==> config.mk <==
export PLATFORM = sky130hd
export DESIGN_NAME = weight_buf_sequencer
export DESIGN_NICKNAME = d
export VERILOG_FILES = /design/src/rtl/weight_buf_sequencer_pkg.sv /design/src/rtl/weight_buf_sequencer_addr_wrap_counter.sv /design/src/rtl/weight_buf_sequencer.sv
export SDC_FILE = /design/constraint.sdc
export NUM_CORES = 1
export LEC_CHECK = 0
export BUFFER_PORTS_ARGS = -buffer_cell sky130_fd_sc_hd__buf_2
export CAP_MARGIN = 30
export CORE_ASPECT_RATIO = 1.1
export CORE_MARGIN = 2
export CORE_UTILIZATION = 25
export CTS_BUF_LIST = sky130_fd_sc_hd__clkbuf_2
export DETAILED_ROUTE_END_ITERATION = 10
export GPL_TIMING_DRIVEN = 0
export PLACE_DENSITY = 0.41
export REMOVE_ABC_BUFFERS = 1
export SLEW_MARGIN = 40
export SYNTH_ARGS = -nofsm -noshare
export SYNTH_HDL_FRONTEND = slang
export SYNTH_SLANG_ARGS = --single-unit
==> constraint.sdc <==
create_clock -name clk -period 2.2 [get_ports clk]
set_clock_uncertainty 0.15 [all_clocks]
set_input_delay 0.66 -clock clk [delete_from_list [all_inputs] [get_ports clk]]
set_output_delay 0.66 -clock clk [all_outputs]
set_load 0.01 [all_outputs]
==> src/rtl/weight_buf_sequencer_pkg.sv <==
// Shared state encoding for the weight buffer sequencer.
package weight_buf_sequencer_pkg;

    localparam int ST_W = 3;

    typedef enum logic [ST_W-1:0] {
        S_IDLE   = 3'd0,
        S_LOAD   = 3'd1,
        S_LOADED = 3'd2,
        S_RUN    = 3'd3,
        S_DONE   = 3'd4
    } state_t;

endpackage

==> src/rtl/weight_buf_sequencer_addr_wrap_counter.sv <==
// Buffer address counter: counts 0..CNT_DEPTH-1 on enable and wraps to 0.
// A synchronous clear takes priority over the enable.
module weight_buf_sequencer_addr_wrap_counter #(
    parameter int CNT_WIDTH = 4,
    parameter int CNT_DEPTH = 16
) (
    input  logic                 clk,
    input  logic                 rst,
    input  logic                 clr,
    input  logic                 en,
    output logic [CNT_WIDTH-1:0] count,
    output logic                 tc
);

    localparam logic [CNT_WIDTH-1:0] LAST = CNT_WIDTH'(CNT_DEPTH - 1);

    assign tc = (count == LAST);

    always_ff @(posedge clk) begin
        if (rst || clr) begin
            count <= '0;
        end else if (en) begin
            count <= tc ? '0 : count + 1'b1;
        end
    end

endmodule

==> src/rtl/weight_buf_sequencer.sv <==
// Sequences one load of CNT_DEPTH words into the weight buffer, then repeated
// read sweeps over it under a clock enable.
//
//   state    | meaning
//   S_IDLE   | buffer empty, waiting for i_load
//   S_LOAD   | accepting writes until CNT_DEPTH words are stored
//   S_LOADED | buffer full, waiting for i_start (or i_load to reload)
//   S_RUN    | issuing read sweeps while i_ce is high
//   S_DONE   | one-cycle completion pulse, then back to S_LOADED
module weight_buf_sequencer
    import weight_buf_sequencer_pkg::*;
#(
    parameter int CNT_WIDTH  = 4,
    parameter int CNT_DEPTH  = 16,
    parameter int PASS_WIDTH = 8
) (
    input  logic                  clk,
    input  logic                  rst,
    input  logic                  i_load,
    input  logic                  i_wr_valid,
    output logic                  o_wr_ready,
    output logic                  o_wr_en,
    output logic [CNT_WIDTH-1:0]  o_wr_addr,
    input  logic                  i_start,
    input  logic [PASS_WIDTH-1:0] i_num_pass,
    input  logic                  i_ce,
    input  logic                  i_user_reset,
    output logic                  o_rd_en,
    output logic [CNT_WIDTH-1:0]  o_rd_addr,
    output logic                  o_rd_first,
    output logic                  o_rd_last,
    output logic                  o_loaded,
    output logic                  o_busy,
    output logic                  o_done
);

    state_t                state;
    state_t                state_next;
    logic [PASS_WIDTH-1:0] pass_cnt;
    logic [PASS_WIDTH-1:0] last_pass;
    logic                  wr_tc;
    logic                  rd_tc;
    logic                  is_last_pass;
    logic                  start_ok;
    logic                  load_ok;
    logic                  final_read;

    // i_start beats i_load when both arrive in S_LOADED.
    assign start_ok = (state == S_LOADED) && i_start && !i_user_reset;
    assign load_ok  = i_load && !i_user_reset &&
                      ((state == S_IDLE) || ((state == S_LOADED) && !i_start));

    assign o_wr_ready   = (state == S_LOAD);
    assign o_wr_en      = i_wr_valid && o_wr_ready;
    assign o_rd_en      = (state == S_RUN) && i_ce;
    assign is_last_pass = (pass_cnt == last_pass);
    assign final_read   = o_rd_en && rd_tc && is_last_pass;
    assign o_rd_first   = o_rd_en && (o_rd_addr == '0);
    assign o_rd_last    = final_read;
    assign o_busy       = (state == S_LOAD) || (state == S_RUN);
    assign o_done       = (state == S_DONE);

    weight_buf_sequencer_addr_wrap_counter #(
        .CNT_WIDTH (CNT_WIDTH),
        .CNT_DEPTH (CNT_DEPTH)
    ) u_wr_addr (
        .clk   (clk),
        .rst   (rst),
        .clr   (i_user_reset || load_ok),
        .en    (o_wr_en),
        .count (o_wr_addr),
        .tc    (wr_tc)
    );

    weight_buf_sequencer_addr_wrap_counter #(
        .CNT_WIDTH (CNT_WIDTH),
        .CNT_DEPTH (CNT_DEPTH)
    ) u_rd_addr (
        .clk   (clk),
        .rst   (rst),
        .clr   (i_user_reset || start_ok),
        .en    (o_rd_en),
        .count (o_rd_addr),
        .tc    (rd_tc)
    );

    always_ff @(posedge clk) begin
        if (rst) begin
            state <= S_IDLE;
        end else begin
            state <= state_next;
        end
    end

    // Pass count 0 is run as a single pass; the latched index bounds pass_cnt.
    always_ff @(posedge clk) begin
        if (rst || i_user_reset) begin
            pass_cnt  <= '0;
            last_pass <= '0;
            o_loaded  <= 1'b0;
        end else begin
            if (start_ok) begin
                pass_cnt  <= '0;
                last_pass <= (i_num_pass == '0) ? '0 : i_num_pass - PASS_WIDTH'(1);
            end else if (o_rd_en && rd_tc && !is_last_pass) begin
                pass_cnt <= pass_cnt + PASS_WIDTH'(1);
            end

            if (load_ok) begin
                o_loaded <= 1'b0;
            end else if (o_wr_en && wr_tc) begin
                o_loaded <= 1'b1;
            end
        end
    end

    always_comb begin
        state_next = state;
        if (i_user_reset) begin
            state_next = S_IDLE;
        end else begin
            case (state)
                S_IDLE: begin
                    if (i_load) state_next = S_LOAD;
                end
                S_LOAD: begin
                    if (o_wr_en && wr_tc) state_next = S_LOADED;
                end
                S_LOADED: begin
                    if (i_start)     state_next = S_RUN;
                    else if (i_load) state_next = S_LOAD;
                end
                S_RUN: begin
                    if (final_read) state_next = S_DONE;
                end
                S_DONE: begin
                    state_next = S_LOADED;
                end
                default: begin
                    state_next = S_IDLE;
                end
            endcase
        end
    end

endmodule

* Word-level counts from Yosys, hierarchy flattened *
Cells that the tools add are included.

storage, ports and cells
  input bits = 15
  logic and storage cells = 56
  output and inout port bits = 16
  register bits after elaboration = 28

cells by class
  reductions and logical operators = 29
  multiplexer cells = 8
  add/subtract/negate cells = 4
  equal/unequal tests = 9

operators with widths
  kind                   number
  $pmux W3 S5            1
  $logic_and A1 B1 Y1    12
  $mux W3                4
  $add A4 B1 Y4 const B  2
  $add A8 B1 Y8 const B  1
  $eq A4 B4 Y1 const B   2
  $eq A8 B8 Y1           1
  $logic_not A8 Y1       1
  $mux W4                2
  $mux W8                1
  $sub A8 B1 Y8 const B  1
  $logic_or A1 B1 Y1     7
  $eq A3 B2 Y1 const B   2
  $reduce_or A2 Y1       3
  $logic_not A4 Y1       1
  $eq A3 B1 Y1 const B   1
  $eq A3 B3 Y1 const B   1
  $logic_not A1 Y1       3
  $logic_not A3 Y1       1
  $ne A2 B1 Y1 const B   1
  $ne A2 B2 Y1 const B   1
  $reduce_and A2 Y1      1

* Logic depth before layout (Yosys ltp) *
Gate-level depths: netlist (run 1).

  depth after elaboration = 6
  gate-level depth with buffers = 6
  gate-level depth less buffers = 6

* By module *
A second synthesis (run 1) with hierarchy kept.

unflattened totals
  cells, all modules = 182
  area total of the unflattened synthesis = 1,562.7 um^2

modules (own cells, without submodules)
  module                                  area an instance (um^2)  instances  seq. area each (um^2)  cells an instance
  weight_buf_sequencer                    1,202.4                  1          400.4                  144
  weight_buf_sequencer_addr_wrap_counter  180.2                    2          80.1                   19

* Least setup slack after synthesis (run 1) *
Ideal clock, no wire load.

  kind = register -> output
  start point = reg u_rd_addr.count[0]
  end point = out o_rd_last
  path slack = 132 ps
  path buffers = 1
  stages on the path, launching flop included = 6
  data required time = 1,390 ps
  data arrival time = 1,258 ps
  cell sequence = dfxtp_1 -> ha_1 -> and3_1 -> clkbuf_1 -> nand4_2 -> inv_1

on the way
  cells in the longest elaborated chain, start to end = 3

RTL lines
  what                               line                                          source
  start: declaration                 weight_buf_sequencer_addr_wrap_counter.sv:11  output logic [CNT_WIDTH-1:0] count,
  start signal: assignment           weight_buf_sequencer_addr_wrap_counter.sv:23  count <= tc ? '0 : count + 1'b1;
  $eq A4 B4 Y1                       weight_buf_sequencer_addr_wrap_counter.sv:17  assign tc = (count == LAST);
  $logic_and A1 B1 Y1 (2 in series)  weight_buf_sequencer.sv:57                    assign final_read = o_rd_en && rd_tc && is_last_pass;
  end: declaration                   weight_buf_sequencer.sv:31                    output logic o_rd_last,

Every way passes these cells.

* Worst setup path after layout (run 1) *
  start point = reg last_pass[0]
  end point = out o_rd_last

on the way
  cells in the longest elaborated chain, start to end = 2

RTL lines
  what                      line                         source
  start: declaration        weight_buf_sequencer.sv:40   logic [PASS_WIDTH-1:0] last_pass;
  start signal: assignment  weight_buf_sequencer.sv:104  last_pass <= (i_num_pass == '0) ? '0 : i_num_pass - PASS_WIDTH'(1);
  $eq A8 B8 Y1              weight_buf_sequencer.sv:56   assign is_last_pass = (pass_cnt == last_pass);
  $logic_and A1 B1 Y1       weight_buf_sequencer.sv:57

Every way passes these cells.

==> summary.txt, run 1 <==
Synthesis
  • Syn avg cell area: between 8 and 9 um^2
  • Synth warn: 0
  • Post-synth top flop: dfxtp_1
  • Post-synth EDFFs: 0
  • Sequential area share after synthesis: 33.41%
  • Post-Syn Instances: 198
  • Post-synth top cells: dfxtp_1 (28), nand2_1 (22), nor2_1 (16), a21oi_1 (14), xor2_1 (12)
  • Synth top area share: 33.41%
  • Synthesized flop and latch total: 28
  • Most area-consuming cells after synthesis: dfxtp_1 (33%), xor2_1 (6.3%), nand2_1 (4.9%)
  • Synth area leader: dfxtp_1
  • Synth async-reset ratio: 0%
  • Mapped Area: 1678 um^2
  • Most frequent cell after synthesis: dfxtp_1
  • Number of distinct library cells after synthesis: 48

Final layout
  • Nets@finish: about 270
  • Ant. Diodes: 0
  • Final design utilization: 33.31%
  • Fill cell count: 691
  • Post-route cell area: 2183 um^2
  • Area delta synth->final: 30.13%
  • Layout cells sized above 1: around a third

Routing
  • Vias per cell: 4.678
  • DRC viols: 0
  • Final ANT Viol Nets: 0
  • Final WL: 4.007 mm
  • DR iter-0 viols: 62
  • Vias after detailed routing: approximately 1500
  • Drt pass-1 iters: 4
  • Routed WL per cell: 12.29 um

Global routing
  • First-pass GRT wire length: 6.734 mm
  • Vias in the first global route: 1419
  • Largest net degree at the start of global routing: 17
  • Tot GR Track Use: 11.37%
  • Initial antenna violation count: 0
  • GRT Residual Overflow: 0

Timing
  • Post-route setup slack: -0.2290 ns
  • Measured slew at the worst slew-check pin: 0.5267 ns
  • Fin crit share: 110.4%
  • Final setup vio count: 3
  • Unrepaired setup endpoints after global routing: yes
  • Slew margin rel.: 64.89%
  • Clock period minus final worst setup slack: 2.429 ns
  • Setup TNS Final: -0.2801 ns
  • Hold Worst Slack: 0.3398 ns
  • Fin. max-slew vios: 0
  • Final hold violation count: 0
  • Achievable frequency: between 400 and 500 MHz

Clocking
  • TritonCTS Buffers: 3
  • Worst-skew pair later-pin latency: 0.37 ns
  • CTS tree: built
  • Root buffer cell: clkbuf_2
  • H-tree Lvls: 1
  • # clock sinks: 28
  • Hold buffers post-CTS: 0
  • CTS Buffer Depth: 2
  • Reg clk slew, reported paths: between 0.2 and 0.3 ns

Place
  • Placed cell areas: 1891 um^2
  • Port bufs: 30
  • RD Place Congestion: 0.7245
  • Placed wire-length estimate: around 2.8 mm

Power
  • Comb pwr share: under 10%
  • Clk pwr share: between 30% and 40%
  • Psw: 0.2054 mW
  • Max IR drop VDD: between 0.0002 and 0.00025 V
  • Flop pwr share: ~56%
  • Post-layout power: between 0.8 and 0.9 mW
  • Pwr dens: 409.7 nW/um^2
  • Internal power: 0.6891 mW
  • Leak: 0.9366 nW
  • Sw Ratio: a little under a quarter

Setup path
  • R2R Setup Slk: 0.26 ns
  • Worst EP arrival: 1.62 ns
  • Worst-path maximum fanout: 2
  • Critical Path Source Type: flip-flop
  • Critical Path Source: last_pass[0]
  • Reg2Reg Depth: 7
  • Critical Path End: o_rd_last
  • Worst path required time: roughly 1.4 ns
  • Reg2reg start: state[1]
  • FF-to-FF End: last_pass[7]
  • Worst setup EP type: primary output
  • Crit path kind: flip-flop to primary output

Floorplan
  • Die ar.: ~7400 um^2
  • Initial Util: 25.60%
  • Die width: roughly 80 um
  • Rows: 31
  • Die Y: 89.92 um
  • Core area: roughly 6600 um^2
  • I/O Pins: 31

Run status
  • Failing checks: setup timing
  • Outcome: finished, violations left

Run
  • Maxcap violations: 0

Hold path
  • Hold Path Cell Cnt: 2
  • Hold Path Class: flip-flop to flip-flop
[power groups by stage]
| stage | Combinational [mW] | Clock, mW | Sequential (mW) |
|---|---|---|---|
| 6_report | 0.0726 | 0.317 | 0.505 |
| 5_1_grt | 0.0842 | 0.356 | 0.506 |
| 4_1_cts | 0.0690 | 0.335 | 0.509 |
| 3_5_place_dp | 0.0678 | 0 | 0.522 |
| 3_3_place_gp | 0.0677 | 0 | 0.522 |
| 2_1_floorplan | 0.0352 | 0 | 0.521 |
[worst min-delay path by stage]
| stage | start | end | slack [ns] |
|---|---|---|---|
| 3_5_place_dp | last_pass[5] | last_pass[5] | 0.32 |
| 2_1_floorplan | last_pass[5] | last_pass[5] | 0.29 |
| 5_1_grt | last_pass[6] | last_pass[6] | 0.36 |
| 4_1_cts | last_pass[6] | last_pass[6] | 0.35 |
| 3_3_place_gp | o_loaded | o_loaded | 0.31 |
| 6_report | last_pass[6] | last_pass[6] | 0.34 |
[state kept, by name, indices dropped and copies added (netlist names)]
register	flops
u_wr_addr.count	4
o_loaded	1
last_pass	8
pass_cnt	8
state	3
u_rd_addr.count	4
[critical path, stage by stage, from the launching register on]
cell and delay (ns):
dfxtp_2 0.41, xor2_2 0.18, nor4_4 0.32, nand4_2 0.14, inv_1 0.07, buf_2 0.12
[cells by family (layout without fill, tap and decap cells)]
| family | Yosys count | after routing | share of synthesized area (%) |
|---|---|---|---|
| xor+xnor | 13 | 13 | 6.786 |
| compound gates | 39 | 39 | 15.14 |
| flops | 28 | 28 | 33.41 |
| simple gates | 85 | 85 | 30.13 |
| buf+inv | 18 | 64 | 4.623 |
| fa+ha+maj | 6 | 6 | 4.474 |
| mux | 9 | 9 | 5.444 |
[through the flow]
step / worst slack (ns) / cells
final: -0.2290 / 326
after global routing: -0.4065 / 326
after CTS: -0.2668 / 314
after detailed placement: -0.1662 / 302
after global placement: -0.2090 / 302
after floorplan: 0.1578 / 190
[final cells by class]
| type | instances | area, um^2 | area share [%] |
|---|---|---|---|
| multi-input cells | 152 | 1084 | 49.63 |
| repair buffers | 50 | 317.8 | 14.56 |
| well taps | 82 | 102.6 | 4.699 |
| inverters | 10 | 42.54 | 1.948 |
| clock buffers | 3 | 15.01 | 0.6877 |
| flip-flops and latches | 28 | 591.8 | 27.11 |
| clock inverters | 1 | 30.03 | 1.375 |
[repair_timing]
item	in CTS	in global routing
setup buffers	8	12
gates resized for setup	21	13
endpoints found under the setup margin	4	4
pin swaps	4	4
[layer usage]
metal,wire length (um),up-vias,GRT usage (%),share of wire (%)
li1,-,794,-,-
met1,1963,703,15.82,49
met2,1886,24,17.82,47
met4,49,0,4.167,1.2
met3,108,4,1.305,2.7
met5,0,-,0,0
[cell usage in the layout (no fill, tap or decap), types with 5 or more instances in the layout]
cell	count
mux2i_1	8
dfxtp_1	15
xor2_1	10
nand4_1	5
dfxtp_4	6
o21ai_0	5
nand2_1	22
a22oi_1	5
inv_1	9
buf_4	17
buf_2	29
ha_1	6
a21oi_1	14
nand2b_1	6
nor2_1	15
dfxtp_2	7
Power figures use the tool's default switching activity.
==> inputs of run 2 (changes only) <==
==> constraint.sdc (replaced) <==
create_clock -name clk -period 2.9 [get_ports clk]
set_clock_uncertainty 0.15 [all_clocks]
set_input_delay 0.87 -clock clk [delete_from_list [all_inputs] [get_ports clk]]
set_output_delay 0.87 -clock clk [all_outputs]
set_load 0.01 [all_outputs]
==> run 2 against run 1 <==
The run now ends clean. Critical path type unchanged. Final cell count fell by 5.5%. Non-clock buffer count shrank 18. Critical endpoint unchanged. Sequential share of layout area up 2.0 points. Register-to-register slack gained 0.88 ns. Hold slack got worse by 0.0059 ns. Final area fell by 10%. Power is 24% lower. Via count down 4.3%.
==> summary.txt, run 2 (synthesis results as in run 1) <==
Power
  • Leak: 0.8246 nW
  • Sw Ratio: roughly 23%
  • Psw: 0.1527 mW
  • Internal power: roughly 0.53 mW
  • Flop pwr share: 57.4%
  • Max IR drop VDD: about 0.00016 V
  • Comb pwr share: roughly 7.5%
  • Pwr dens: 345.9 nW/um^2
  • Clk pwr share: 35.2%

Timing
  • Slew margin rel.: 65.26%
  • Unrepaired setup endpoints after global routing: no
  • Final setup vio count: 0
  • Fin crit share: a little over nine tenths
  • Measured slew at the worst slew-check pin: roughly 0.52 ns
  • Final hold violation count: 0
  • Setup TNS Final: 0 ns
  • Achievable frequency: around 370 MHz
  • Fin. max-slew vios: 0
  • Clock period minus final worst setup slack: roughly 2.7 ns

Routing
  • Vias after detailed routing: 1460
  • Final WL: around 3.7 mm
  • DR iter-0 viols: 54
  • Routed WL per cell: 12.14 um
  • Final ANT Viol Nets: 0
  • Drt pass-1 iters: 4
  • DRC viols: 0
  • Vias per cell: 4.740

Final layout
  • Most frequent cells in the layout: buf_2 (30), nand2_1 (22), dfxtp_1 (20)
  • Layout cells sized above 1: 23.89%
  • Ant. Diodes: 0
  • Biggest regs: last_pass: 8 flops, pass_cnt: 8 flops
  • Nets@finish: 248
  • Most common cell after layout, fill and taps aside: buf_2
  • Area delta synth->final: 16.93%
  • Post-route cell area: 1962 um^2

Hold path
  • Hold Path Class: flip-flop to flip-flop

Floorplan
  • Initial Util: between 20% and 30%
  • Die ar.: 7383 um^2
  • Rows: 31
  • Die Y: 89.92 um
  • I/O Pins: 31
  • Core area: 6555 um^2
  • Die width: 82.11 um

Setup path
  • CP bufs+invs: 2
  • Worst-path maximum fanout: 5
  • Worst setup EP type: primary output
  • Worst EP arrival: 1.70 ns
  • Crit path kind: flip-flop to primary output
  • CP max stage cell: dfxtp_2
  • Critical Path Source Type: flip-flop
  • Slowest cell delay on critical path: 0.41 ns
  • Delay-heaviest family, CP: simple AND/OR/NAND/NOR gates
  • Worst path required time: 1.88 ns
  • Cell chain of the critical path: xor2_1 > nor4_4 > nand4_2 > inv_1 > buf_2

Place
  • Port bufs: 30
  • Placed wire-length estimate: 2.814 mm
  • RD Place Congestion: a little over 0.7
  • Placed cell areas: 1891 um^2

Global routing
  • Largest net degree at the start of global routing: 17
  • Tot GR Track Use: 10.91%
  • GRT Residual Overflow: 0
  • Initial antenna violation count: 0
  • First-pass GRT wire length: 6.506 mm
  • Vias in the first global route: 1371

Clocking
  • TritonCTS Buffers: 3
  • H-tree Lvls: 1
  • Worst-skew pair later-pin latency: 0.37 ns
  • Hold buffers post-CTS: 0
  • Reg clk slew, reported paths: approximately 0.27 ns
  • # clock sinks: 28
  • Root buffer cell: clkbuf_2
  • CTS tree: built
  • CTS Buffer Depth: 2

Run status
  • Outcome: completed

Run
  • Maxcap violations: 0
==> run 2: cell count changes in the layout (fill, tap and decap cells not counted), moves of 2 or more <==
| cell | change |
|---|---|
| buf_4 | -15 |
| buf_6 | -4 |
| dfxtp_4 | -6 |
| dfxtp_1 | +5 |
| xor2_1 | +2 |
| xor2_2 | -2 |
==> run 2: cell type report <==
type	count	area, um^2
Tap cell	82	102.6
Fill cell	699	4593
Clock inverter	1	30.03
Clock buffer	3	15.01
Multi-Input combinational cell	152	1041
Inverter	10	37.54
Timing Repair Buffer	32	165.2
Sequential cell	28	570.5
==> run 2: final timing paths <==
path / cells past startpoint / from / end / slack, ns
setup / recovery: 5 / pass_cnt[5] / o_rd_last / 0.18
hold / removal: 2 / last_pass[5] / last_pass[5] / 0.33
setup reg to reg: 5 / state[1] / pass_cnt[4] / 1.14
hold reg to reg: 2 / last_pass[5] / last_pass[5] / 0.33
==> run 2: power by group through the flow <==
stage,Sequential (mW),Combinational (mW),Clock (mW)
floorplan,0.395,0.0267,0
global route,0.390,0.0592,0.270
CTS,0.390,0.0517,0.254
finish,0.389,0.0506,0.239
detailed placement,0.396,0.0515,0
global placement,0.396,0.0513,0
==> run 2: per-layer routing <==
metal | global-route usage (%) | routed length, um | share of wire, %
met2 | 16.80 | 1684 | 45
met5 | 0 | 0 | 0
met1 | 15.33 | 1878 | 50
met3 | 1.305 | 114 | 3.0
met4 | 4.167 | 61 | 1.6
==> run 2: repair_timing <==
item | 4_1_cts | 5_1_grt
setup endpoints to repair | 1 | 1
pin swaps | 2 | 1
gates resized for setup | 0 | 9
setup buffers | 2 | 0
==> run 2: metrics by stage <==
step	worst slack [ns]	instances	hold slack, ns	util, %	total power [mW]
3_5_place_dp	0.1623	302	0.3163	28.84	0.4476
5_1_grt	0.005485	308	0.3606	29.93	0.7194
2_1_floorplan	0.4557	190	0.2934	-	0.4222
4_1_cts	0.005592	308	0.3430	29.76	0.6960
6_report	0.1846	308	0.3339	29.93	0.6786
3_3_place_gp	0.1457	302	0.3072	28.84	0.4474
==> run 2: worst min-delay path, delay by kind of cell (launching register included) <==
| kind | cells | cell delay, ns |
|---|---|---|
| flip-flops | 1 | 0.38 |
| AND/OR/NAND/NOR | 1 | 0.05 |
| AO/OA/AOI/OAI | 1 | 0.05 |
==> inputs of run 3 (changes only) <==
--- a/config.mk
+++ b/config.mk
@@ -10,7 +10,6 @@
 export CORE_ASPECT_RATIO = 1.1
 export CORE_MARGIN = 2
 export CORE_UTILIZATION = 25
-export CTS_BUF_LIST = sky130_fd_sc_hd__clkbuf_2
 export DETAILED_ROUTE_END_ITERATION = 10
 export GPL_TIMING_DRIVEN = 0
 export PLACE_DENSITY = 0.41
==> run 3 against run 2 <==
Final area rose by 1.6%. Non-clock buffer count up 2. Flip-flop and latch count did not move. Critical path depth is 1 higher. Sequential power is essentially flat. Via count down 0.89%. Wire length shrank 0.37%. Global-route usage decreased by 0.20 points. Final cell count rose by 0.65%. Fmax grew 0.57%. Power rose by 10%. Count of clock-buffer cells in the layout unchanged. Largest power group unchanged.
==> summary.txt, run 3 (synthesis results as in run 1) <==
Run status
  • Outcome: completed

Power
  • Leak: between 0.8 and 0.9 nW
  • Pwr dens: 375.3 nW/um^2
  • Max IR drop VDD: ~0.00016 V
  • Post-layout power: 0.7479 mW

Setup path
  • Worst setup EP type: primary output
  • Critical path depth: 6
  • Crit path kind: input pin to primary output
  • Worst path required time: 1.88 ns
  • Delay-heaviest family, CP: buffers and inverters
  • Worst EP arrival: 1.68 ns
  • Reg2Reg Depth: 5
  • Worst-path maximum fanout: 8
  • Slowest cell delay on critical path: 0.20 ns
  • Critical Path Source Type: input pin
  • CP max stage cell: inv_2
  • Cell chain of the critical path: buf_2 > nand4b_2 > inv_2 > nand4_2 > inv_1 > buf_2
  • CP bufs+invs: 4
  • Critical Path Most Common Cell: buf_2

Global routing
  • Vias in the first global route: about 1400
  • Initial antenna violation count: 0
  • GRT Residual Overflow: 0
  • Tot GR Track Use: 10.70%
  • Largest net degree at the start of global routing: 17
  • First-pass GRT wire length: 6.389 mm

Floorplan
  • I/O Pins: 31
  • Core area: approximately 6600 um^2
  • Initial Util: 25.60%
  • Rows: 31
  • Die Y: 89.92 um
  • Die ar.: around 7400 um^2
  • Die width: 82.11 um

Clocking
  • CTS tree: built
  • Reg clk slew, reported paths: 0.10 ns
  • Worst-skew pair later-pin latency: 0.27 ns
  • CTS Buffer Depth: 2
  • TritonCTS Buffers: 3
  • # clock sinks: 28
  • H-tree Lvls: 1
  • Root buffer cell: clkbuf_8

Final layout
  • Area delta synth->final: 18.79%
  • Fill cell count: 695
  • Biggest regs: last_pass: 8 flops, pass_cnt: 8 flops
  • Layout cells sized above 1: 21.05%
  • Most frequent cells in the layout: buf_2 (30), dfxtp_1 (27), nand2_1 (22)
  • Most common cell after layout, fill and taps aside: buf_2
  • Cell Count, Final, Fillers Out: between 300 and 400
  • Nets@finish: 250
  • Ant. Diodes: 0
  • Final design utilization: 30.41%

Timing
  • Final setup vio count: 0
  • Slew margin rel.: 65.13%
  • Clock period minus final worst setup slack: roughly 2.7 ns
  • Achievable frequency: about 370 MHz
  • Final hold violation count: 0
  • Fin crit share: 93.10%
  • Measured slew at the worst slew-check pin: 0.5231 ns
  • Setup TNS Final: 0 ns
  • Fin. max-slew vios: 0
  • Unrepaired setup endpoints after global routing: no

Run
  • Maxcap violations: 0

Routing
  • Vias after detailed routing: approximately 1400
  • DR iter-0 viols: 46
  • Drt pass-1 iters: 4
  • DRC viols: 0
  • Routed WL per cell: 12.02 um
  • Final WL: 3.725 mm
  • Vias per cell: 4.668
  • Final ANT Viol Nets: 0

Place
  • Placed wire-length estimate: 2.814 mm
  • Placed cell count: 302
  • RD Place Congestion: 0.7245
  • Port bufs: 30

Hold path
  • Hold Path Cell Cnt: 2
  • Hold Path Class: flip-flop to flip-flop
[run 3: layer usage]
| layer | wire, um | up-vias | track usage [%] | part of all wire [%] |
|---|---|---|---|---|
| met2 | 1657 | 25 | 16.33 | 44 |
| met3 | 121 | 5 | 1.606 | 3.2 |
| li1 | - | 767 | - | - |
| met4 | 46 | 0 | 3.333 | 1.2 |
| met5 | 0 | - | 0 | 0 |
| met1 | 1899 | 650 | 15.33 | 51 |
[run 3: worst paths after layout]
kind	start	endpoint	slack, ns
setup reg to reg	u_rd_addr.count[0]	pass_cnt[7]	1.03
hold / removal	last_pass[5]	last_pass[5]	0.32
hold reg to reg	last_pass[5]	last_pass[5]	0.32
setup / recovery	i_ce	o_rd_last	0.20
[run 3: where the power goes]
part           total (mW)  leakage (nW)  switching (mW)  internal, mW
clock               0.310        0.0357           0.126         0.185
sequential          0.387         0.226         0.00201         0.385
combinational      0.0506         0.577          0.0304        0.0202
[run 3: per-stage QoR]
| step | cell area [um^2] | setup slack, ns | hold WS, ns |
|---|---|---|---|
| finish | 1993 | 0.2001 | 0.3206 |
| global route | 1993 | 0.04842 | 0.3501 |
| CTS | 1962 | 0.004627 | 0.3291 |
| detailed placement | 1891 | 0.1623 | 0.3163 |
| global placement | 1891 | 0.1457 | 0.3072 |
| floorplan | 1638 | 0.4557 | 0.2934 |
[run 3: tightest hold or removal path: stages (launching register included)]
cell and delay [ns]:
dfxtp_1 0.33, nand2_1 0.05, a21oi_1 0.05
[run 3: repair_timing]
item,in CTS,in global routing
setup buffers,0,4
hold buffers,0,0
resized for setup,0,1
endpoints found under the setup margin,0,1
[run 3: layout make-up]
| cell class | instances | area, um^2 | share of cell area [%] |
|---|---|---|---|
| clock buffers | 3 | 41.29 | 2.072 |
| clock inverters | 1 | 30.03 | 1.507 |
| inverters | 10 | 37.54 | 1.883 |
| multi-input cells | 152 | 1040 | 52.17 |
| flip-flops and latches | 28 | 561.8 | 28.19 |
| well taps | 82 | 102.6 | 5.148 |
| repair buffers | 34 | 180.2 | 9.040 |
